$ cat src/rtl/mem_arb_pkg.sv
// Shared types and default sizes for the instruction/data memory arbiter.
package mem_arb_pkg;

  localparam int DEF_ADDR_W       = 16;
  localparam int DEF_DATA_W       = 16;
  localparam int DEF_MAX_D_STREAK = 4;
  localparam int DEF_TIMEOUT      = 64;
  localparam int DEF_CNT_W        = 16;

  typedef enum logic [1:0] {
    IDLE   = 2'd0,
    BUSY_I = 2'd1,
    BUSY_D = 2'd2
  } state_e;

  typedef enum logic {
    OWN_I = 1'b0,
    OWN_D = 1'b1
  } owner_e;

  function automatic owner_e owner_of(input state_e s);
    return (s == BUSY_D) ? OWN_D : OWN_I;
  endfunction

endpackage

$ cat src/rtl/sat_counter.sv
// Up-counter that sticks at all-ones instead of wrapping.
module sat_counter #(
  parameter int CNT_W = 16
) (
  input  logic             clk,
  input  logic             rst_n,
  input  logic             inc,
  output logic [CNT_W-1:0] count
);

  always_ff @(posedge clk or negedge rst_n) begin
    if (!rst_n)
      count <= '0;
    else if (inc && (count != '1))
      count <= count + CNT_W'(1);
  end

endmodule

$ cat src/rtl/mem_arbiter.sv
// Arbitrates the fetch (read-only) and data (read/write) ports onto one
// mem_system port, one latched transaction at a time, with hit/miss stats.
//
// state  | meaning
// IDLE   | no transaction; grant decided at the next edge
// BUSY_I | fetch read in flight, memory driven from latched request
// BUSY_D | data read/write in flight, memory driven from latched request
module mem_arbiter
  import mem_arb_pkg::*;
#(
  parameter int ADDR_W       = DEF_ADDR_W,
  parameter int DATA_W       = DEF_DATA_W,
  parameter int MAX_D_STREAK = DEF_MAX_D_STREAK,
  parameter int TIMEOUT      = DEF_TIMEOUT,
  parameter int CNT_W        = DEF_CNT_W
) (
  input  logic              clk,
  input  logic              rst_n,
  input  logic              i_rd,
  input  logic [ADDR_W-1:0] i_addr,
  output logic [DATA_W-1:0] i_data_out,
  output logic              i_done,
  output logic              i_stall,
  input  logic              d_rd,
  input  logic              d_wr,
  input  logic [ADDR_W-1:0] d_addr,
  input  logic [DATA_W-1:0] d_data_in,
  output logic [DATA_W-1:0] d_data_out,
  output logic              d_done,
  output logic              d_stall,
  output logic [ADDR_W-1:0] mem_addr,
  output logic [DATA_W-1:0] mem_data_in,
  output logic              mem_rd,
  output logic              mem_wr,
  input  logic [DATA_W-1:0] mem_data_out,
  input  logic              mem_done,
  input  logic              mem_stall,
  input  logic              mem_cache_hit,
  input  logic              mem_err,
  output logic              err,
  output logic [CNT_W-1:0]  hit_count,
  output logic [CNT_W-1:0]  miss_count
);

  localparam int STREAK_W = $clog2(MAX_D_STREAK + 1);
  localparam int TMR_W    = (TIMEOUT > 1) ? $clog2(TIMEOUT) : 1;
  localparam logic [STREAK_W-1:0] STREAK_MAX = STREAK_W'(MAX_D_STREAK);
  localparam logic [TMR_W-1:0]    TMR_LOAD   = TMR_W'(TIMEOUT - 1);

  state_e              state, state_nxt;
  logic [ADDR_W-1:0]   addr_q;
  logic [DATA_W-1:0]   wdata_q;
  logic                rd_q, wr_q;
  logic [STREAK_W-1:0] streak;
  logic [TMR_W-1:0]    tmr;
  logic                err_q;
  logic                d_req, d_illegal, grant_d, grant_i;
  logic                busy, complete, timed_out;
  logic                unused;

  // mem_stall only mirrors !mem_done while busy; completion is keyed off mem_done.
  assign unused = mem_stall;

  assign d_req     = d_rd ^ d_wr;
  assign d_illegal = d_rd & d_wr;
  assign busy      = (state != IDLE);
  assign grant_d   = !busy && d_req && (!i_rd || (streak < STREAK_MAX));
  assign grant_i   = !busy && !grant_d && i_rd;
  assign complete  = busy && mem_done;
  assign timed_out = busy && !mem_done && (tmr == '0);

  always_ff @(posedge clk or negedge rst_n) begin
    if (!rst_n) state <= IDLE;
    else        state <= state_nxt;
  end

  always_comb begin
    state_nxt = state;
    unique case (state)
      IDLE: begin
        if (grant_d)      state_nxt = BUSY_D;
        else if (grant_i) state_nxt = BUSY_I;
      end
      BUSY_I, BUSY_D: begin
        if (complete || timed_out) state_nxt = IDLE;
      end
      default: state_nxt = IDLE;
    endcase
  end

  always_comb begin
    mem_addr    = '0;
    mem_data_in = '0;
    mem_rd      = 1'b0;
    mem_wr      = 1'b0;
    i_done      = 1'b0;
    d_done      = 1'b0;
    i_data_out  = '0;
    d_data_out  = '0;
    if (busy) begin
      mem_addr    = addr_q;
      mem_data_in = wdata_q;
      mem_rd      = rd_q;
      mem_wr      = wr_q;
      if (owner_of(state) == OWN_D) begin
        d_done     = mem_done;
        d_data_out = mem_data_out;
      end else begin
        i_done     = mem_done;
        i_data_out = mem_data_out;
      end
    end
  end

  assign i_stall = i_rd & ~i_done;
  assign d_stall = (d_rd | d_wr) & ~d_done;
  assign err     = err_q;

  // Streak counts D grants that jumped a waiting fetch; any other grant clears it.
  always_ff @(posedge clk or negedge rst_n) begin
    if (!rst_n) begin
      addr_q  <= '0;
      wdata_q <= '0;
      rd_q    <= 1'b0;
      wr_q    <= 1'b0;
      streak  <= '0;
      tmr     <= '0;
      err_q   <= 1'b0;
    end else begin
      if (grant_d) begin
        addr_q  <= d_addr;
        wdata_q <= d_data_in;
        rd_q    <= d_rd;
        wr_q    <= d_wr;
        streak  <= i_rd ? streak + STREAK_W'(1) : '0;
        tmr     <= TMR_LOAD;
      end else if (grant_i) begin
        addr_q  <= i_addr;
        wdata_q <= '0;
        rd_q    <= 1'b1;
        wr_q    <= 1'b0;
        streak  <= '0;
        tmr     <= TMR_LOAD;
      end else if (busy && (tmr != '0)) begin
        tmr <= tmr - TMR_W'(1);
      end
      if ((!busy && d_illegal) || (busy && mem_err) || timed_out)
        err_q <= 1'b1;
    end
  end

  sat_counter #(.CNT_W(CNT_W)) u_hit_cnt (
    .clk   (clk),
    .rst_n (rst_n),
    .inc   (complete && mem_cache_hit),
    .count (hit_count)
  );

  sat_counter #(.CNT_W(CNT_W)) u_miss_cnt (
    .clk   (clk),
    .rst_n (rst_n),
    .inc   (complete && !mem_cache_hit),
    .count (miss_count)
  );

endmodule

$ cat config.mk
export PLATFORM = sky130hd
export DESIGN_NAME = mem_arbiter
export DESIGN_NICKNAME = d
export VERILOG_FILES = /design/src/rtl/mem_arb_pkg.sv /design/src/rtl/sat_counter.sv /design/src/rtl/mem_arbiter.sv
export SDC_FILE = /design/constraint.sdc
export NUM_CORES = 1
export LEC_CHECK = 0
export BUFFER_PORTS_ARGS = -buffer_cell sky130_fd_sc_hd__buf_2
export CAP_MARGIN = 40
export CORE_MARGIN = 2
export CORE_UTILIZATION = 49
export DETAILED_ROUTE_END_ITERATION = 10
export GPL_TIMING_DRIVEN = 0
export PLACE_DENSITY = 0.82
export SYNTH_ARGS = -nofsm -noshare
export SYNTH_HDL_FRONTEND = slang
export SYNTH_HIERARCHICAL = 1
export SYNTH_SLANG_ARGS = --single-unit
$ cat constraint.sdc
create_clock -name clk -period 2.5 [get_ports clk]
set_input_delay 0.625 -clock clk [delete_from_list [all_inputs] [get_ports clk]]
set_output_delay 0.625 -clock clk [all_outputs]
set_load 0.02 [all_outputs]
# Yosys cells after proc, flatten, opt, wreduce, memory -nomap -nowiden

Cells that the tools add are included.

Word-level logic and storage cells: 90
Output and inout bits: 103
Input bits: 73
Register bits after elaboration: 78

Equal/unequal tests: 6
Bitwise gates (word level): 7
$add $sub $neg: 4
$lt $le $gt $ge: 1
Reduce and logical (&&, ||, !) cells: 31
Mux-type cells: 31

Operator list:

| kind                  | number |
|---|---|
| $mux 16               | 10 |
| $add 16x1->16 const B | 2 |
| $ne 16x16->1 const B  | 2 |
| $mux 6                | 3 |
| $logic_and 1x1->1     | 14 |
| $mux 1                | 11 |
| $mux 3                | 3 |
| $logic_not 6->1       | 1 |
| $mux 2                | 3 |
| $reduce_bool 6->1     | 1 |
| $sub 6x1->6 const B   | 1 |
| $logic_not 1->1       | 5 |
| $logic_or 1x1->1      | 4 |
| $pmux 2 s2            | 1 |
| $reduce_bool 2->1     | 2 |
| $add 3x1->3 const B   | 1 |
| $and 1x1->1           | 3 |
| $lt 3x3->1 const B    | 1 |
| $ne 3x3->1 const B    | 1 |
| $reduce_bool 3->1     | 1 |
| $eq 2x1->1 const B    | 1 |
| $eq 2x2->1 const B    | 1 |
| $logic_not 2->1       | 1 |
| $ne 2x2->1 const B    | 1 |
| 5 further kinds       | 6 |

# Logic depth before layout (Yosys ltp)

Gate-level depths: netlist of the first run.

Depth in word-level cells: 10
Mapped depth: 10

# Hierarchy

Netlist of the first run, hierarchy kept.

By module, submodules not included:

| module      | area an instance (um^2) | cells an instance | seq. area each (um^2) | instances |
|---|---|---|---|---|
| mem_arbiter | 2588.7                  | 262               | 1151.1                | 1 |
| sat_counter | 859.6                   | 72                | 400.4                 | 2 |

# Worst setup path after synthesis of the first run

No wires, ideal clock.

Path kind: input port to flip-flop
From: input port d_rd
To: register state[1]
Required time: 2375 ps
Arrival: 1969 ps
Setup slack: 405 ps
Stages: 7
Library setup time: 125 ps
Path buffers: 1
Path through: inv_1 > ha_1 > or2_2 > buf_6 > nor2_1 > o221a_2 > mux2_4

Longest elaborated chain between the ends: 8

RTL lines:

| what                             | line              | RTL |
|---|---|---|
| start: declaration               | mem_arbiter.sv:24 | `input logic d_rd,` |
| $xor 1x1->1 *                    | mem_arbiter.sv:64 | `assign d_req = d_rd ^ d_wr;` |
| $logic_and 1x1->1 * (2 in a row) | mem_arbiter.sv:67 | `assign grant_d = !busy && d_req && (!i_rd \|\| (streak < STREAK_MAX));` |
| $logic_not 1->1                  | mem_arbiter.sv:68 | `assign grant_i = !busy && !grant_d && i_rd;` |
| $logic_and 1x1->1 (2 in a row)   | mem_arbiter.sv:68 |  |
| $ne 3x3->1 (no line)             | --                |  |
| $reduce_and 2->1 (no line)       | --                |  |
| end signal: assignment           | mem_arbiter.sv:74 | `else state <= state_nxt;` |
| end: declaration                 | mem_arbiter.sv:50 | `state_e state, state_nxt;` |

Mark *: on every way between the ends. The rest lies on a longest branch, timed or not.
A chain may end at the register's enable or synchronous reset.

# Final worst setup path of the first run

From: register state[0]
To: output port mem_data_in[10]

Longest elaborated chain between the ends: 2

RTL lines:

| what              | line               | RTL |
|---|---|---|
| $reduce_bool 2->1 | mem_arbiter.sv:66  | `assign busy = (state != IDLE);` |
| $mux 16           | mem_arbiter.sv:100 | `if (busy) begin` |
| end: declaration  | mem_arbiter.sv:32  | `output logic [DATA_W-1:0] mem_data_in,` |

No other way between the ends.

==> qor.yml, run 1 <==
power_and_ir_drop:
  seq_power_share_pct: 32.7
  pwr-share-comb_pct: 48.6
  swShare_pct: 40.3
  intPower_w: 0.00346
  ir_drop_v: 0.000610
  switchingPower_w: 0.00234
  power.density_mw_per_mm2: 1010
  total_power_w: 0.00579
  clkPwrFrac_pct: 18.8
  p_leak_nw: 2.96
timing:
  finClkSkew_ns: 0.00721
  fin_crit_sh_pct: 97.5
  setup_viol: 0
  fmax_ghz: 0.410
  fin_crit_ns: 2.44
  finalHoldViolCount: 0
  slew_headroom_pct: 70.3
  maxSlewViolCount: 0
  rsz0062_at_grt: "yes"
  worst_slew_pin_slew_ns: 0.445
synthesis:
  synthCells: 406
  synth_seq_cells: 78
  yosys.area.top_type: "dfrtp_1"
  synth-main-ff-cell: "dfrtp_1"
  syn_area_mm2: 0.00431
  muxShareOfSynthArea_pct: 5.78
  netlist.area_leader.share_pct: 45.3
  synthTopCellsByArea: "dfrtp_1, nor2b_1, and2_1"
  syn_avg_cell_area_um2: 10.6
  synth_nets: 488
  yosys_warnings: 6
  synth_fa_ha_area_share_pct: 2.61
  async_flop_share_pct: 100
  synth-simple-area-share_pct: 26.3
  synth_edf_count: 0
  synth.distinct_cells: 54
  synth_compound_area_share_pct: 14.0
  synth.yosys.seq_area_share_pct: 45.3
  synth_top_family_by_area: "simple AND/OR/NAND/NOR gates"
  synthXorXnorAreaFrac_pct: 2.85
critical_path:
  end_kind: "output port"
  crit_type: "register to output port"
  start_kind: "register"
  worstPathMaxFanout: 10
  arrival_ns: 1.81
  r2r_slack_ns: 0.24
  crit_required_ns: 1.88
floorplanning:
  core_area_mm2: 0.00864
  die_w_um: 97.8
  die_y_um: 97.8
  pin_count: 176
  dieArea_mm2: 0.00956
  initial_utilization_pct: 49.9
  num_rows: 34
clock_network:
  htree_levels: 3
  clk_path_buf_depth: 2
  cts-root-buf: "clkbuf_8"
  ctsHoldBuffers: 0
  cts_buffers: 9
  cts_sinks: 78
  cts_tree: "built"
  cts.clk_slew.worst_paths_ns: 0.07
  clk_latency_ns: 0.34
detailed_routing:
  drc: 0
  drt_iter0_drc: 143
  vias_per_cell: 5.49
  first_pass_iters: 5
  postRouteWirelength_mm: 11.4
  vias: 3889
  postRouteAntennaNets: 0
  wire_per_inst_um: 16.1
global_routing:
  grt_pass1_wl_mm: 18.8
  grtUsageTotal_pct: 24.1
  use_met3_pct: 4.29
  met1_usage_pct: 30.4
  grt_max_degree: 54
  grtUsageMet2_pct: 42.3
  top_usage_layer: "met2"
  globalRouteOverflowTotal: 0
  grt_pass1_vias: 3849
  antenna_found_initial: 0
cells_and_area:
  nets: 677
  area_growth_pct: 33.2
  multi_input_area_mm2: 0.00227
  seqCellArea_mm2: 0.00195
  fill_cells: 685
  fin_util_pct: 66.4
  drive_gt1_share_pct: 42.0
  antennaDiodeCount: 0
placed_design:
  gp_congestion: 0.857
  portBuffers: 174
  post-dp-hpwl_mm: 8.46
status:
  status: "complete, no violations"
job:
  timing.max_cap.violations: 0
worst_hold_path:
  hp-class: "input port to async pin"
-- cell type report --
class	count	share of cell area, %
multi-input cells	302	39.5
flip-flops and latches	78	34.0
repair buffers	178	17.1
clock buffers	13	2.94
well taps	108	2.36
plain buffers	17	2.33
clock inverters	3	1.13
inverters	9	0.589
-- cells in the mapped netlist (5+ instances only) --
cell,number
nand4_1,16
a21oi_1,9
inv_1,9
a22o_1,20
a31oi_1,6
and2_1,34
ha_1,9
and3_1,5
nor2_1,11
dfrtp_1,78
clkbuf_1,5
o21a_1,10
buf_4,5
xnor2_1,10
nand2_1,30
nor2b_1,37
o21ai_1,11
nand3_1,10
mux2i_1,20
o21ai_0,12
-- cells in the final DEF (no fill, tap or decap), types with 3 or more instances in the layout --
cell type and n:
inv_1 9, and3_1 5, nand3_1 10, o21ai_0 12, clkbuf_8 13, a31oi_1 6, buf_2 151, a21oi_1 9
mux2i_1 20, nor2_1 9, dfrtp_1 78, nand2_1 30, nor2_2 3, xnor2_1 10, o211ai_1 3, a22o_1 20
buf_4 38, o21ai_1 11, and2_1 34, nor4_4 4, o21a_1 10, xor2_1 4, nor2b_1 24, ha_1 9
nor2b_2 12, nand4_1 16
-- worst max-delay path: stages, from the launching register on --
cell      delay [ns]
dfrtp_1         0.36
inv_1           0.06
ha_1            0.19
buf_4           0.17
buf_4           0.18
clkbuf_4        0.20
nor2b_1         0.15
buf_4           0.16
-- power groups by stage --
stage | Clock (W) | Combinational, W | Sequential, W
after floorplan | 0 | 0.00170 | 0.00192
after global placement | 0 | 0.00250 | 0.00188
after detailed placement | 0 | 0.00258 | 0.00191
after CTS | 0.00111 | 0.00266 | 0.00189
after global routing | 0.00116 | 0.00305 | 0.00194
final | 0.00109 | 0.00281 | 0.00189
-- kinds of logic after synthesis --
family | after synthesis
AO/OA/AOI/OAI | 82
XOR/XNOR | 14
adder cells (fa/ha/maj) | 9
buffers and inverters | 26
flip-flops | 78
multiplexers | 24
AND/OR/NAND/NOR | 173
-- per-stage QoR --
stage	setup TNS, ns	area, um^2	instances	hold slack [ns]	setup slack [ns]
2_1_floorplan	0	4310	406	0.329	0.405
3_3_place_gp	0	5310	688	0.456	0.188
3_5_place_dp	0	5340	689	0.467	0.142
4_1_cts	-0.0628	5620	705	0.189	-0.0164
5_1_grt	-0.0315	5740	708	0.199	-0.0104
6_report	0	5740	708	0.185	0.0631
-- routing by layer --
metal	vias to the layer above	part of all wire, %	routed length [um]
li1	1841	-	-
met1	1901	42	4810
met2	134	51	5810
met3	13	5.5	631
met4	0	1.2	134
met5	-	0	0
-- registers in the layout, indices dropped and copies added, names as in the netlist --
name              flops
rd_q                  1
err                   1
addr_q               16
u_hit_cnt/count      16
wr_q                  1
u_miss_cnt/count     16
streak                3
tmr                   6
wdata_q              16
state                 2
-- path summary, 6_finish.rpt --
path | depth (start not counted) | endpoint | from
hold reg to reg | 2 | addr_q[5] | addr_q[5]
max in group asynchronous | 2 | tmr[2] | rst_n
min in group clk | 2 | addr_q[5] | addr_q[5]
setup reg to reg | 10 | u_miss_cnt/count[5] | state[0]
setup / recovery | 7 | mem_data_in[10] | state[0]
hold / removal | 1 | u_hit_cnt/count[9] | rst_n
-- what timing repair did --
action / in CTS / in global routing
setup buffers: 0 / 3
pin swaps: 0 / 1
resized for setup: 15 / 46
setup endpoints to repair: 50 / 62
gates cloned: 0 / 0
Power figures use the tool's default switching activity.
==> inputs of run 2 (changes only) <==
CORE_UTILIZATION = 40   (was 49)
PLACE_DENSITY = 0.72   (was 0.82)
clock period = 1.95 ns   (was 2.5 ns; I/O delays follow)
==> qor.yml, run 2 (same netlist as run 1, synthesis figures left out) <==
status:
  status: "complete, but fails checks"
  violations: "setup timing"
global_routing:
  grt_max_degree: 48  # -11%
  grtUsageTotal_pct: 22.1  # -2.0 points
  grt_pass1_vias: 4003  # +4.0%
  globalRouteOverflowTotal: 0  # unchanged
  antenna_found_initial: 0  # unchanged
  grt_pass1_wl_mm: 20.0  # +6.5%
power_and_ir_drop:
  seq_power_share_pct: 26.5  # -6.2 points
  p_leak_nw: 3.40  # +15%
  clkPwrFrac_pct: 12.5  # -6.3 points
  power.density_mw_per_mm2: 1350  # +33%
  intPower_w: 0.00562  # +63%
  switchingPower_w: 0.00367  # +57%
  total_power_w: 0.00928  # +60%
  pwr-share-comb_pct: 61.0  # +12 points
  ir_drop_v: 0.000741  # +22%
  swShare_pct: 39.5  # -0.83 points
critical_path:
  path_cells: "buf_6 > ha_4 > nor2b_4 > buf_8 > and2_4 > buf_6"
  r2r.worst_path.cells: 11  # +1
  crit_required_ns: 1.46  # -0.42 ns
  crit_end: "d_data_out[7]"
  reg2reg_to: "u_miss_cnt/count[5]"
  crit_type: "register to output port"
  slowest_delay_ns: 0.40  # +0.04 ns
  critPathMostFrequentCell: "buf_6"
  start_kind: "register"
  r2r-start: "state[1]"
  r2r_slack_ns: -0.09  # -0.33 ns
  worstPathMaxFanout: 5  # -5
  arrival_ns: 1.69  # -0.12 ns
  crit_slowest_cell: "dfrtp_1"
  end_kind: "output port"
  crit_start: "state[1]"
timing:
  setup_viol: 76  # +76
  finalHoldViolCount: 0  # unchanged
  fmax_ghz: 0.459
  rsz0062_at_grt: "yes"
  finClkSkew_ns: 0.0103  # +0.00308 ns
  maxSlewViolCount: 0  # unchanged
  worst_slew_pin_slew_ns: 0.435  # -0.00940 ns
  slew_headroom_pct: 71.0  # +0.69 points
  layout_setup_ws_ns: -0.228  # -0.291 ns
  fin_crit_sh_pct: 112
  fin_crit_ns: 2.18
cells_and_area:
  layout_commonest_cell: "buf_2"
  final_cell_mix: "buf_2, dfrtp_1, buf_6, buf_4, and2_4"
  antennaDiodeCount: 0  # unchanged
  fin_util_pct: 66.5  # about the same
  area_growth_pct: 60.0
  finalNonFillerCells: 766  # +8.2%
  nets: 707  # +4.4%
  design_area_mm2: 0.00689  # +20%
  drive_gt1_share_pct: 55.6  # +14 points
worst_hold_path:
  hp-class: "input port to async pin"
floorplanning:
  initial_utilization_pct: 41.5  # -8.3 points
  core_area_mm2: 0.0104  # +20%
  pin_count: 176  # unchanged
  die_y_um: 108  # +10%
  num_rows: 37  # +8.8%
  dieArea_mm2: 0.0116  # +22%
  die_w_um: 108  # +10%
detailed_routing:
  met3_length_um: 903  # +43%
  first_pass_iters: 4  # -1
  vias: 4073  # +4.7%
  drt_iter0_drc: 192  # +34%
  drc: 0  # unchanged
  postRouteAntennaNets: 0  # unchanged
  dr_wl_met2_mm: 7.06  # +22%
  vias_per_cell: 5.32  # -3.2%
  wire_per_inst_um: 17.9  # +11%
  postRouteWirelength_mm: 13.7  # +21%
  wl_met1_mm: 5.48  # +14%
  maxUsedRoutingLayer: "met4"
clock_network:
  cts_tree: "built"
  cts.clk_slew.worst_paths_ns: 0.08  # about the same
  clk_latency_ns: 0.35  # about the same
  cts_sinks: 78  # unchanged
  clk_path_buf_depth: 2  # unchanged
  ctsHoldBuffers: 0  # unchanged
  htree_levels: 3  # unchanged
  cts_buffers: 9  # unchanged
  cts-root-buf: "clkbuf_8"
placed_design:
  dpl_worst_slack_ns: -0.386  # -0.529 ns
  gp_congestion: 0.858  # about the same
  portBuffers: 174  # unchanged
  place_area_mm2: 0.00539  # +0.94%
  dp_cells: 717  # +4.1%
  post-dp-hpwl_mm: 8.64  # +2.2%
job:
  timing.max_cap.violations: 0  # unchanged
==> run 2: cell types whose count changed in the layout (fill, tap and decap cells not counted), sizes merged <==
cell      delta
clkinvlp     +3
buf         +24
bufinv       -2
bufbuf       +1
clkbuf       +4
==> run 2: worst min-delay path by stage <==
stage                                endpoint  cells past startpoint
after floorplan                     addr_q[0]                      0
after global placement              addr_q[7]                      2
after detailed placement  u_hit_cnt/count[15]                      1
after CTS                          wdata_q[8]                      1
after global routing      u_hit_cnt/count[13]                      1
final                     u_hit_cnt/count[13]                      1
==> run 2: per-layer routing <==
layer  vias up  global-route usage [%]
met5         -                       0
met4         0                    7.14
met3        20                    3.81
met2       165                    39.8
met1      1984                    26.6
li1       1904                       -
==> run 2: layout make-up <==
cell class	count	area [um^2]
multi-input cells	302	2640
well taps	136	170
flip-flops and latches	78	1950
fillers	753	3480
plain buffers	16	218
repair buffers	209	1690
clock buffers	12	155
inverters	9	38.8
clock inverters	4	31.3
==> run 2: power groups by stage <==
stage                     Clock, W  Combinational [W]  Sequential [W]
final                      0.00116            0.00566         0.00246
after global routing       0.00127            0.00598         0.00252
after CTS                  0.00118            0.00493         0.00242
after detailed placement         0            0.00333         0.00243
after global placement           0            0.00325         0.00242
after floorplan                  0            0.00219         0.00246
==> run 2: critical path: cells and delay by family, from the launching register on <==
family | cells | cell delay [ns]
simple gates | 2 | 0.41
fa+ha+maj | 1 | 0.15
flops | 1 | 0.40
buf+inv | 3 | 0.39
==> run 2: timing repair <==
action,4_1_cts,5_1_grt
gates resized for setup,198,87
cloned,5,1
setup endpoints to repair,95,129
buffers inserted,18,10
pin swaps,21,36
==> run 2: metrics by stage <==
step	setup TNS (ns)	hold WS (ns)
floorplan	0	0.192
global placement	-23.91	0.457
detailed placement	-15.30	0.462
CTS	-12.48	0.0799
global route	-17.02	0.0909
finish	-10.77	0.0754
